**src/rtl/ramb16_arb_pkg.sv**
```systemverilog
// Shared definitions for the RAMB16 x18 port-B controller/arbiter.
// Holds array geometry, the FSM state type and the per-requester
// request-field bundle used by the port-B mux.
package ramb16_arb_pkg;

  localparam int unsigned DEPTH = 1024;
  localparam int unsigned AW    = 10;
  localparam int unsigned DW    = 18;

  // One requester's access fields: {we, addr, wdata}
  localparam int unsigned REQ_W = 1 + AW + DW;

  typedef enum logic {
    ST_INIT = 1'b0,
    ST_RUN  = 1'b1
  } state_e;

  typedef struct packed {
    logic          we;
    logic [AW-1:0] addr;
    logic [DW-1:0] wdata;
  } req_fields_t;

endpackage

```
**src/rtl/ramb16_s18_port_arb_if.sv**
```systemverilog
// Requester-side bus of the port-B arbiter.
//   master : the two requesters (drive REQx/WEx/ADDRx/WDATAx)
//   slave  : the arbiter (drives ACKx, RVALIDx, shared RDATA, BUSY)
interface ramb16_s18_port_arb_if;
  import ramb16_arb_pkg::*;

  logic          REQ0;
  logic          REQ1;
  logic          WE0;
  logic          WE1;
  logic [AW-1:0] ADDR0;
  logic [AW-1:0] ADDR1;
  logic [DW-1:0] WDATA0;
  logic [DW-1:0] WDATA1;
  logic          ACK0;
  logic          ACK1;
  logic          RVALID0;
  logic          RVALID1;
  logic [DW-1:0] RDATA;
  logic          BUSY;

  modport master (
    output REQ0, REQ1, WE0, WE1, ADDR0, ADDR1, WDATA0, WDATA1,
    input  ACK0, ACK1, RVALID0, RVALID1, RDATA, BUSY
  );

  modport slave (
    input  REQ0, REQ1, WE0, WE1, ADDR0, ADDR1, WDATA0, WDATA1,
    output ACK0, ACK1, RVALID0, RVALID1, RDATA, BUSY
  );
endinterface

```
**src/rtl/rr_arb2.sv**
```systemverilog
// Two-way round-robin arbiter.
//   req  : request vector, bit x = requester x
//   en   : arbitration enable; no grant when low
//   last : index of the requester granted most recently
//   gnt  : one-hot grant
// A lone request is always granted; on a tie the requester that is not
// `last` wins.
module rr_arb2 (
  input  logic [1:0] req,
  input  logic       en,
  input  logic       last,
  output logic [1:0] gnt
);

  always_comb begin
    gnt = '0;
    if (en) begin
      case (req)
        2'b01:   gnt = 2'b01;
        2'b10:   gnt = 2'b10;
        2'b11:   gnt = last ? 2'b01 : 2'b10;
        default: gnt = '0;
      endcase
    end
  end

endmodule

```
**src/rtl/ramb16_s18_port_arb.sv**
```systemverilog
// Controller/arbiter for port B (x18) of a 1024x18 dual-port block RAM.
// After reset (if INIT_ON_RST) or a CLR pulse it sweeps every word with
// INIT_VAL, then shares port B between two requesters round-robin.
// Ports:
//   CLK, RST_N      clock (also RAM CLKB), async active-low reset
//   CLR             one-cycle pulse, (re)starts the fill sweep
//   bus             requester handshake (REQx/WEx/ADDRx/WDATAx in,
//                   ACKx/RVALIDx/RDATA/BUSY out)
//   ENB, WEB, SSRB, ADDRB, DIB, DIPB   RAM port B controls / write data
//   DOB, DOPB       RAM port B read data, returned on RDATA
module ramb16_s18_port_arb
  import ramb16_arb_pkg::*;
#(
  parameter logic [DW-1:0] INIT_VAL    = 18'h00000,
  parameter bit            INIT_ON_RST = 1'b1
) (
  input  logic                        CLK,
  input  logic                        RST_N,
  input  logic                        CLR,
  ramb16_s18_port_arb_if.slave        bus,
  output logic                        ENB,
  output logic                        WEB,
  output logic                        SSRB,
  output logic [AW-1:0]               ADDRB,
  output logic [15:0]                 DIB,
  output logic [1:0]                  DIPB,
  input  logic [15:0]                 DOB,
  input  logic [1:0]                  DOPB
);

  localparam state_e RST_STATE = INIT_ON_RST ? ST_INIT : ST_RUN;

  state_e        state_q, state_d;
  logic [AW-1:0] cnt_q, cnt_d;
  logic          last_q, last_d;
  logic          rvalid0_q, rvalid0_d;
  logic          rvalid1_q, rvalid1_d;

  logic          arb_en;
  logic [1:0]    gnt;
  req_fields_t   f0, f1;
  logic          enb_c, web_c;
  logic [AW-1:0] addr_c;
  logic [DW-1:0] wdata_c;

  assign f0 = '{we: bus.WE0, addr: bus.ADDR0, wdata: bus.WDATA0};
  assign f1 = '{we: bus.WE1, addr: bus.ADDR1, wdata: bus.WDATA1};

  // CLR takes priority over requests in RUN
  assign arb_en = (state_q == ST_RUN) && !CLR;

  rr_arb2 u_arb (
    .req  ({bus.REQ1, bus.REQ0}),
    .en   (arb_en),
    .last (last_q),
    .gnt  (gnt)
  );

  always_comb begin
    state_d   = state_q;
    cnt_d     = cnt_q;
    last_d    = last_q;
    rvalid0_d = 1'b0;
    rvalid1_d = 1'b0;
    enb_c     = 1'b0;
    web_c     = 1'b0;
    addr_c    = f0.addr;
    wdata_c   = f0.wdata;

    case (state_q)
      ST_INIT: begin
        enb_c   = 1'b1;
        web_c   = 1'b1;
        addr_c  = cnt_q;
        wdata_c = INIT_VAL;
        cnt_d   = cnt_q + 1'b1;
        if (CLR) begin
          cnt_d = '0;
        end else if (cnt_q == AW'(DEPTH - 1)) begin
          state_d = ST_RUN;
        end
      end
      ST_RUN: begin
        if (CLR) begin
          state_d = ST_INIT;
          cnt_d   = '0;
        end else if (gnt[0]) begin
          enb_c     = 1'b1;
          web_c     = f0.we;
          addr_c    = f0.addr;
          wdata_c   = f0.wdata;
          last_d    = 1'b0;
          rvalid0_d = ~f0.we;
        end else if (gnt[1]) begin
          enb_c     = 1'b1;
          web_c     = f1.we;
          addr_c    = f1.addr;
          wdata_c   = f1.wdata;
          last_d    = 1'b1;
          rvalid1_d = ~f1.we;
        end
      end
      default: ;
    endcase
  end

  always_ff @(posedge CLK or negedge RST_N) begin
    if (!RST_N) begin
      state_q   <= RST_STATE;
      cnt_q     <= '0;
      last_q    <= 1'b1;
      rvalid0_q <= 1'b0;
      rvalid1_q <= 1'b0;
    end else begin
      state_q   <= state_d;
      cnt_q     <= cnt_d;
      last_q    <= last_d;
      rvalid0_q <= rvalid0_d;
      rvalid1_q <= rvalid1_d;
    end
  end

  // Strobes are gated by RST_N so nothing reaches the RAM while reset is
  // asserted, even though the INIT state itself drives ENB/WEB high.
  assign ENB   = enb_c & RST_N;
  assign WEB   = web_c & RST_N;
  assign SSRB  = 1'b0;
  assign ADDRB = addr_c;
  assign DIB   = wdata_c[15:0];
  assign DIPB  = wdata_c[17:16];

  assign bus.ACK0    = gnt[0] & RST_N;
  assign bus.ACK1    = gnt[1] & RST_N;
  assign bus.RVALID0 = rvalid0_q;
  assign bus.RVALID1 = rvalid1_q;
  assign bus.RDATA   = {DOPB, DOB};
  assign bus.BUSY    = (state_q == ST_INIT);

endmodule

```
**src/flat_wrapper.sv**
```systemverilog
// flat-port wrapper written by rule: the top's interface ports become plain ports
module ramb16_s18_port_arb_flat import ramb16_arb_pkg::*;
#(
  parameter logic [DW-1:0] INIT_VAL    = 18'h00000,
  parameter bit            INIT_ON_RST = 1'b1
)
  (CLK, RST_N, CLR, ENB, WEB, SSRB, ADDRB, DIB, DIPB, DOB, DOPB, bus_REQ0, bus_REQ1, bus_WE0, bus_WE1, bus_ADDR0, bus_ADDR1, bus_WDATA0, bus_WDATA1, bus_ACK0, bus_ACK1, bus_RVALID0, bus_RVALID1, bus_RDATA, bus_BUSY);
  ramb16_s18_port_arb_if bus_i ();
  input  logic CLK;
  input  logic RST_N;
  input  logic CLR;
  output logic ENB;
  output logic WEB;
  output logic SSRB;
  output logic [AW-1:0] ADDRB;
  output logic [15:0] DIB;
  output logic [1:0] DIPB;
  input  logic [15:0] DOB;
  input  logic [1:0] DOPB;
  input wire logic [$bits(bus_i.REQ0)-1:0] bus_REQ0;
  input wire logic [$bits(bus_i.REQ1)-1:0] bus_REQ1;
  input wire logic [$bits(bus_i.WE0)-1:0] bus_WE0;
  input wire logic [$bits(bus_i.WE1)-1:0] bus_WE1;
  input wire logic [$bits(bus_i.ADDR0)-1:0] bus_ADDR0;
  input wire logic [$bits(bus_i.ADDR1)-1:0] bus_ADDR1;
  input wire logic [$bits(bus_i.WDATA0)-1:0] bus_WDATA0;
  input wire logic [$bits(bus_i.WDATA1)-1:0] bus_WDATA1;
  output wire logic [$bits(bus_i.ACK0)-1:0] bus_ACK0;
  output wire logic [$bits(bus_i.ACK1)-1:0] bus_ACK1;
  output wire logic [$bits(bus_i.RVALID0)-1:0] bus_RVALID0;
  output wire logic [$bits(bus_i.RVALID1)-1:0] bus_RVALID1;
  output wire logic [$bits(bus_i.RDATA)-1:0] bus_RDATA;
  output wire logic [$bits(bus_i.BUSY)-1:0] bus_BUSY;
  assign bus_i.REQ0 = bus_REQ0;
  assign bus_i.REQ1 = bus_REQ1;
  assign bus_i.WE0 = bus_WE0;
  assign bus_i.WE1 = bus_WE1;
  assign bus_i.ADDR0 = bus_ADDR0;
  assign bus_i.ADDR1 = bus_ADDR1;
  assign bus_i.WDATA0 = bus_WDATA0;
  assign bus_i.WDATA1 = bus_WDATA1;
  assign bus_ACK0 = bus_i.ACK0;
  assign bus_ACK1 = bus_i.ACK1;
  assign bus_RVALID0 = bus_i.RVALID0;
  assign bus_RVALID1 = bus_i.RVALID1;
  assign bus_RDATA = bus_i.RDATA;
  assign bus_BUSY = bus_i.BUSY;
  ramb16_s18_port_arb #(.INIT_VAL(INIT_VAL), .INIT_ON_RST(INIT_ON_RST)) u_core (.CLK(CLK), .RST_N(RST_N), .CLR(CLR), .bus(bus_i), .ENB(ENB), .WEB(WEB), .SSRB(SSRB), .ADDRB(ADDRB), .DIB(DIB), .DIPB(DIPB), .DOB(DOB), .DOPB(DOPB));
endmodule
```
**config.mk**
```make
export PLATFORM = sky130hd
export DESIGN_NAME = ramb16_s18_port_arb_flat
export DESIGN_NICKNAME = d
export VERILOG_FILES = /design/src/rtl/ramb16_arb_pkg.sv /design/src/rtl/ramb16_s18_port_arb_if.sv /design/src/rtl/rr_arb2.sv /design/src/rtl/ramb16_s18_port_arb.sv /design/src/flat_wrapper.sv
export SDC_FILE = /design/constraint.sdc
export NUM_CORES = 1
export LEC_CHECK = 0
export CAP_MARGIN = 20
export CORE_MARGIN = 2
export CORE_UTILIZATION = 40
export CTS_CLUSTER_DIAMETER = 50
export DETAILED_ROUTE_END_ITERATION = 8
export DONT_BUFFER_PORTS = 1
export SLEW_MARGIN = 20
export SYNTH_ARGS = -nofsm -noshare
export SYNTH_HDL_FRONTEND = slang
export SYNTH_HIERARCHICAL = 1
export SYNTH_SLANG_ARGS = --single-unit
```
**constraint.sdc**
```tcl
create_clock -name CLK -period 4.45 [get_ports CLK]
set_input_delay 0.6675 -clock CLK [delete_from_list [all_inputs] [get_ports CLK]]
set_output_delay 0.6675 -clock CLK [all_outputs]
set_load 0.02 [all_outputs]
```
* Word-level counts from Yosys, hierarchy flattened
Cells that the tools add are included.
** Cells by class
- Add/subtract/negate cells :: 1
- Eq/ne operators :: 5
- Multiplexer cells :: 35
- Bitwise operators :: 8
- Reduce and logical (&&, ||, !) cells :: 4
** Operators by type and width (count)
- $mux 18 :: 3
- $mux 10 :: 5
- $pmux 10 s2 :: 2
- $pmux 18 s2 :: 1
- $mux 1 :: 18
- $add 10x1->10 const B :: 1
- $eq 10x10->1 const B :: 1
- $pmux 1 s2 :: 3
- $pmux 2 s3 :: 1
- $and 1x1->1 :: 4
- $eq 2x2->1 const B :: 2
- $mux 2 :: 2
- $not 1->1 :: 4
- $reduce_and 3->1 :: 1
- $eq 2x1->1 const B :: 1
- $ne 2x2->1 const B :: 1
- $reduce_bool 2->1 :: 1
- $logic_and 1x1->1 :: 1
- $logic_not 1->1 :: 1
** Word-level totals
- Register bits :: 14
- Output and inout port bits :: 54
- Logic and storage cells :: 58

* Longest topological paths before layout
- Word-level depth :: 8
- Depth in mapped cells :: 10
- Depth with buffers taken out :: 6

* Cells and area by module
The synthesis kept the hierarchy.
** By module, submodules not included
- ramb16_s18_port_arb :: instances 1, cells each 195, area an instance 1331.3 µm², seq. area each 351.6 µm²
- rr_arb2 :: instances 1, cells each 5, area an instance 21.3 µm², seq. area each 0.0 µm²

* Least setup slack after synthesis
No wires, ideal clock.
- Path type :: input to output
- Start point :: in CLR
- End point :: out ADDRB[7]
- Arrival :: 2.306 ns
- Required time :: 3.783 ns
- Slack :: 1.476 ns
- Cell stages on the path :: 7
- Path through :: nor2b_1 > nand2_1 > a21oi_1 > nor3b_4 > buf_6 > nand2_1 > a31oi_1
** On the way
- Word-level cells in the longest chain between the ends :: 7
** RTL lines
- start, declared :: RTL line flat_wrapper.sv:11 : input logic CLR;
- $logic_not 1->1 :: RTL line ramb16_s18_port_arb.sv:50 : assign arb_en = (state_q == ST_RUN) && !CLR;
- $logic_and 1x1->1 :: RTL line ramb16_s18_port_arb.sv:50
- $mux 2 :: RTL line rr_arb2.sv:17 : if (en) begin
- net u_core.gnt[1] :: RTL line ramb16_s18_port_arb.sv:40 : logic [1:0] gnt;
- $mux 10 :: RTL line ramb16_s18_port_arb.sv:94 : end else if (gnt[1]) begin
- $mux 10 :: RTL line ramb16_s18_port_arb.sv:87 : end else if (gnt[0]) begin
- $mux 10 :: RTL line ramb16_s18_port_arb.sv:84 : if (CLR) begin
- $pmux 10 s2 :: RTL line ramb16_s18_port_arb.sv:70 : case (state_q)
- end, declared :: RTL line flat_wrapper.sv:15 : output logic [AW-1:0] ADDRB;
The timed path passes the listed nets, and every way through them passes these cells.

* Worst setup path in the final report
- Start point :: reg u_core.state_q
- End point :: out ADDRB[0]
** RTL lines
- start, declared :: RTL line ramb16_s18_port_arb.sv:33 : state_e state_q, state_d;
- start signal, assigned :: RTL line ramb16_s18_port_arb.sv:115 : state_q <= state_d;
- $logic_and 1x1->1 :: RTL line ramb16_s18_port_arb.sv:50
- net u_core.arb_en :: RTL line ramb16_s18_port_arb.sv:39 : logic arb_en;
- $mux 2 :: RTL line rr_arb2.sv:17
- net u_core.gnt[0] :: RTL line ramb16_s18_port_arb.sv:40
- $mux 10 :: RTL line ramb16_s18_port_arb.sv:87
- $mux 10 :: RTL line ramb16_s18_port_arb.sv:84
- $pmux 10 s2 :: RTL line ramb16_s18_port_arb.sv:70
The timed path passes the listed nets, and every way through them passes these cells.

==> flow_summary.ini <==
[layout]
layout_common_cells = nand2_1, a21oi_1, nor2_1, dfrtp_1, a31oi_1
antennaDiodeCount = 0
layout-drive-gt1-share = 0.05650
postLayoutCoreUtil = 0.3798
design_area_um2 = 1247
area_delta_synth_final_pct = -7.770
layout.cells.non_filler = 223
final_common_cell = nand2_1
nets = 260

[sta]
rsz0062_at_grt = no
fin_worst_skew_ns = 0.0009770
finalHoldViolations = 0
fin_crit_ns = 3.363
fin_tns_setup_ns = 0
max-slew-margin-rel = 0.4011
period_share = 0.7557
slew_viol_final = 0
setup_slack_ns = 1.087
max_freq_ghz = 0.2974
holdWs_ns = 0.07666
setup_viol = 0
tightest_slew_ns = 0.8984

[flow_run]
cap_violations = 0

[floorplanning]
die_w_um = 62.15
io_pins = 135
core_um2 = 3284
die_h_um = 62.15
start_util = 0.4118
dieArea_um2 = 3863
num_rows = 21

[global_routing]
grt_pass1_vias = 1233
overflow = 0
grt_pass1_wl_mm = 5.768
grt_usage = 0.1800
grt_antenna_before_repair = 0
grt_max_degree = 31

[setup_path]
cp_slowest_cell = or3b_1
r2r-end = u_core/state_q
crit_start = u_core/state_q
crit_end = ADDRB[0]
worstPathRequired_ns = 3.78
reg2reg_depth = 4
max_stage_delay_ns = 0.71
worst_r2r_startpoint = u_core/state_q
worstPathCellList = nor2b_1 -> nand2_1 -> a21oi_1 -> buf_4 -> or3b_1 -> nand2_1 -> a31oi_1
cp_data_arrival_time_ns = 2.70
end_kind = output port
critPathLaunchType = flip-flop
critical_path_class = reg2out
crit_top_cell = nand2_1
r2r_slack_ns = 2.73
crit_fanout = 27

[clock_tree]
cts_tree = done
clk_pin_slew_ns = 0.09
cts_hold_buf = 0
cts_sinks = 14
cts_root_buf = clkbuf_4
htreeDepth = 1
clkLatencyLatePin_ns = 0.27
clock_path_buffers = 2
cts_buffers = 3
post_cts_buffers = 0
cts_resized = 0

[power]
power.total_uw = 230.1
p_per_area_nw_per_um2 = 184.5
p_leak_nw = 0.5126
irDropWorstVdd_v = 0.0001212

[route]
wl_per_cell_um = 16.78
vias_per_cell = 5.704
drtIter0Drc = 59
dr.pass1.iters = 4
final_antenna_net_count = 0
drt_wl_total_mm = 3.742
drc = 0
vias = 1272

[synthesis]
yosys.area_share.simple = 0.3358
syn-instance-count = 200
ys_ff_latch = 14
synth_nets = 282
synth_top_family_by_area = simple AND/OR/NAND/NOR gates
synth-xor-area-share = 0.01943
synthAdderAreaFrac = 0.009251
synth.yosys.seq_area_share = 0.2599
syn_avg_cell_area_um2 = 6.763
ys_types = 32
synthMuxAreaShare = 0.02220
synth_compound_area_frac = 0.1804
yosys_warnings = 6
netlist_area_um2 = 1353

[status]
outcome = complete, no violations

[placement]
gp_congestion = 0.7693
dpl_cell_area_um2 = 1221
dpl_worst_slack_ns = 1.119
port_buffers = 0
place_inst = 219
place_hpwl_mm = 2.819

[hold_path]
hold_class = in2async
-- synthesized netlist by cell type (all sizes together) --
cell type,n,share of area
nand2,60,0.17
a21oi,29,0.11
buf,27,0.15
nor2,15,0.042
dfrtp,13,0.24
a31oi,9,0.042
o21ai,7,0.026
or3,5,0.023
clkbuf,4,0.011
and2,3,0.014
inv,3,0.0083
mux2i,3,0.022
nand4,2,0.0092
nand4b,2,0.018
nor2b,2,0.0092
or4,2,0.011
xor2,2,0.013
and3,1,0.0046
conb,1,0.0028
dfstp,1,0.019
ha,1,0.0092
nand3,1,0.0037
nand3b,1,0.0056
nor3,1,0.0037
nor3b,1,0.014
o31ai,1,0.0056
or2b,1,0.0056
or3b,1,0.0065
xnor2,1,0.0065
-- state kept, by name (all words and copies together), names as in the netlist --
signal,cells
u_core/cnt_q,10
u_core/state_q,1
u_core/bus.RVALID0,1
u_core/last_q,1
u_core/bus.RVALID1,1
-- per-layer routing --
layer / global-route usage / routed length (µm) / share of wire
met5: 0 / 0 / 0
met4: 0.06667 / 60 / 0.016
met1: 0.2056 / 1479 / 0.40
met2: 0.3315 / 1951 / 0.52
met3: 0.03442 / 250 / 0.067
-- where the power goes --
part / internal (mW) / switching [mW] / leakage [nW] / total, mW
clock network: 0.0347 / 0.0410 / 0.0150 / 0.0758
logic: 0.00789 / 0.0128 / 0.308 / 0.0207
registers: 0.130 / 0.00379 / 0.189 / 0.134
total: 0.172 / 0.0577 / 0.513 / 0.230
-- cell type report --
cell class                      count  area [µm²]
Tap cell                           46       57.56
Fill cell                         354        2037
Sequential cell                    14       351.6
Multi-Input combinational cell    152       770.7
Inverter                            3       11.26
Clock buffer                        4       26.28
Timing Repair Buffer                4       30.03
-- critical path, delay by kind of cell, from the launching register on --
kind	cells	cell delay, ns
AO/OA/AOI/OAI	2	0.59
buffers and inverters	1	0.18
flip-flops	1	0.36
AND/OR/NAND/NOR	4	1.27
-- kinds of logic (layout without fill, tap and decap cells) --
group	count (synthesis)	after routing
and+or+nand+nor	98	98
AOI/OAI and AO/OA	46	46
buffers and inverters	34	11
DFF	14	14
xor gates and xnor gates	3	3
muxes	3	3
adders and majority gates	1	1
other	1	1
-- worst min path at each step --
stage,slack (ns),depth (start not counted),from,end
final,0.08,0,RST_N,u_core/cnt_q[4]
after CTS,0.07,0,RST_N,u_core/cnt_q[1]
after global routing,0.05,0,RST_N,u_core/cnt_q[1]
after global placement,0.37,0,RST_N,u_core/bus.RVALID1
after floorplan,0.37,0,RST_N,u_core/bus.RVALID0
after detailed placement,0.37,0,RST_N,u_core/bus.RVALID1
Note: power is estimated with default switching activity, not from simulation.
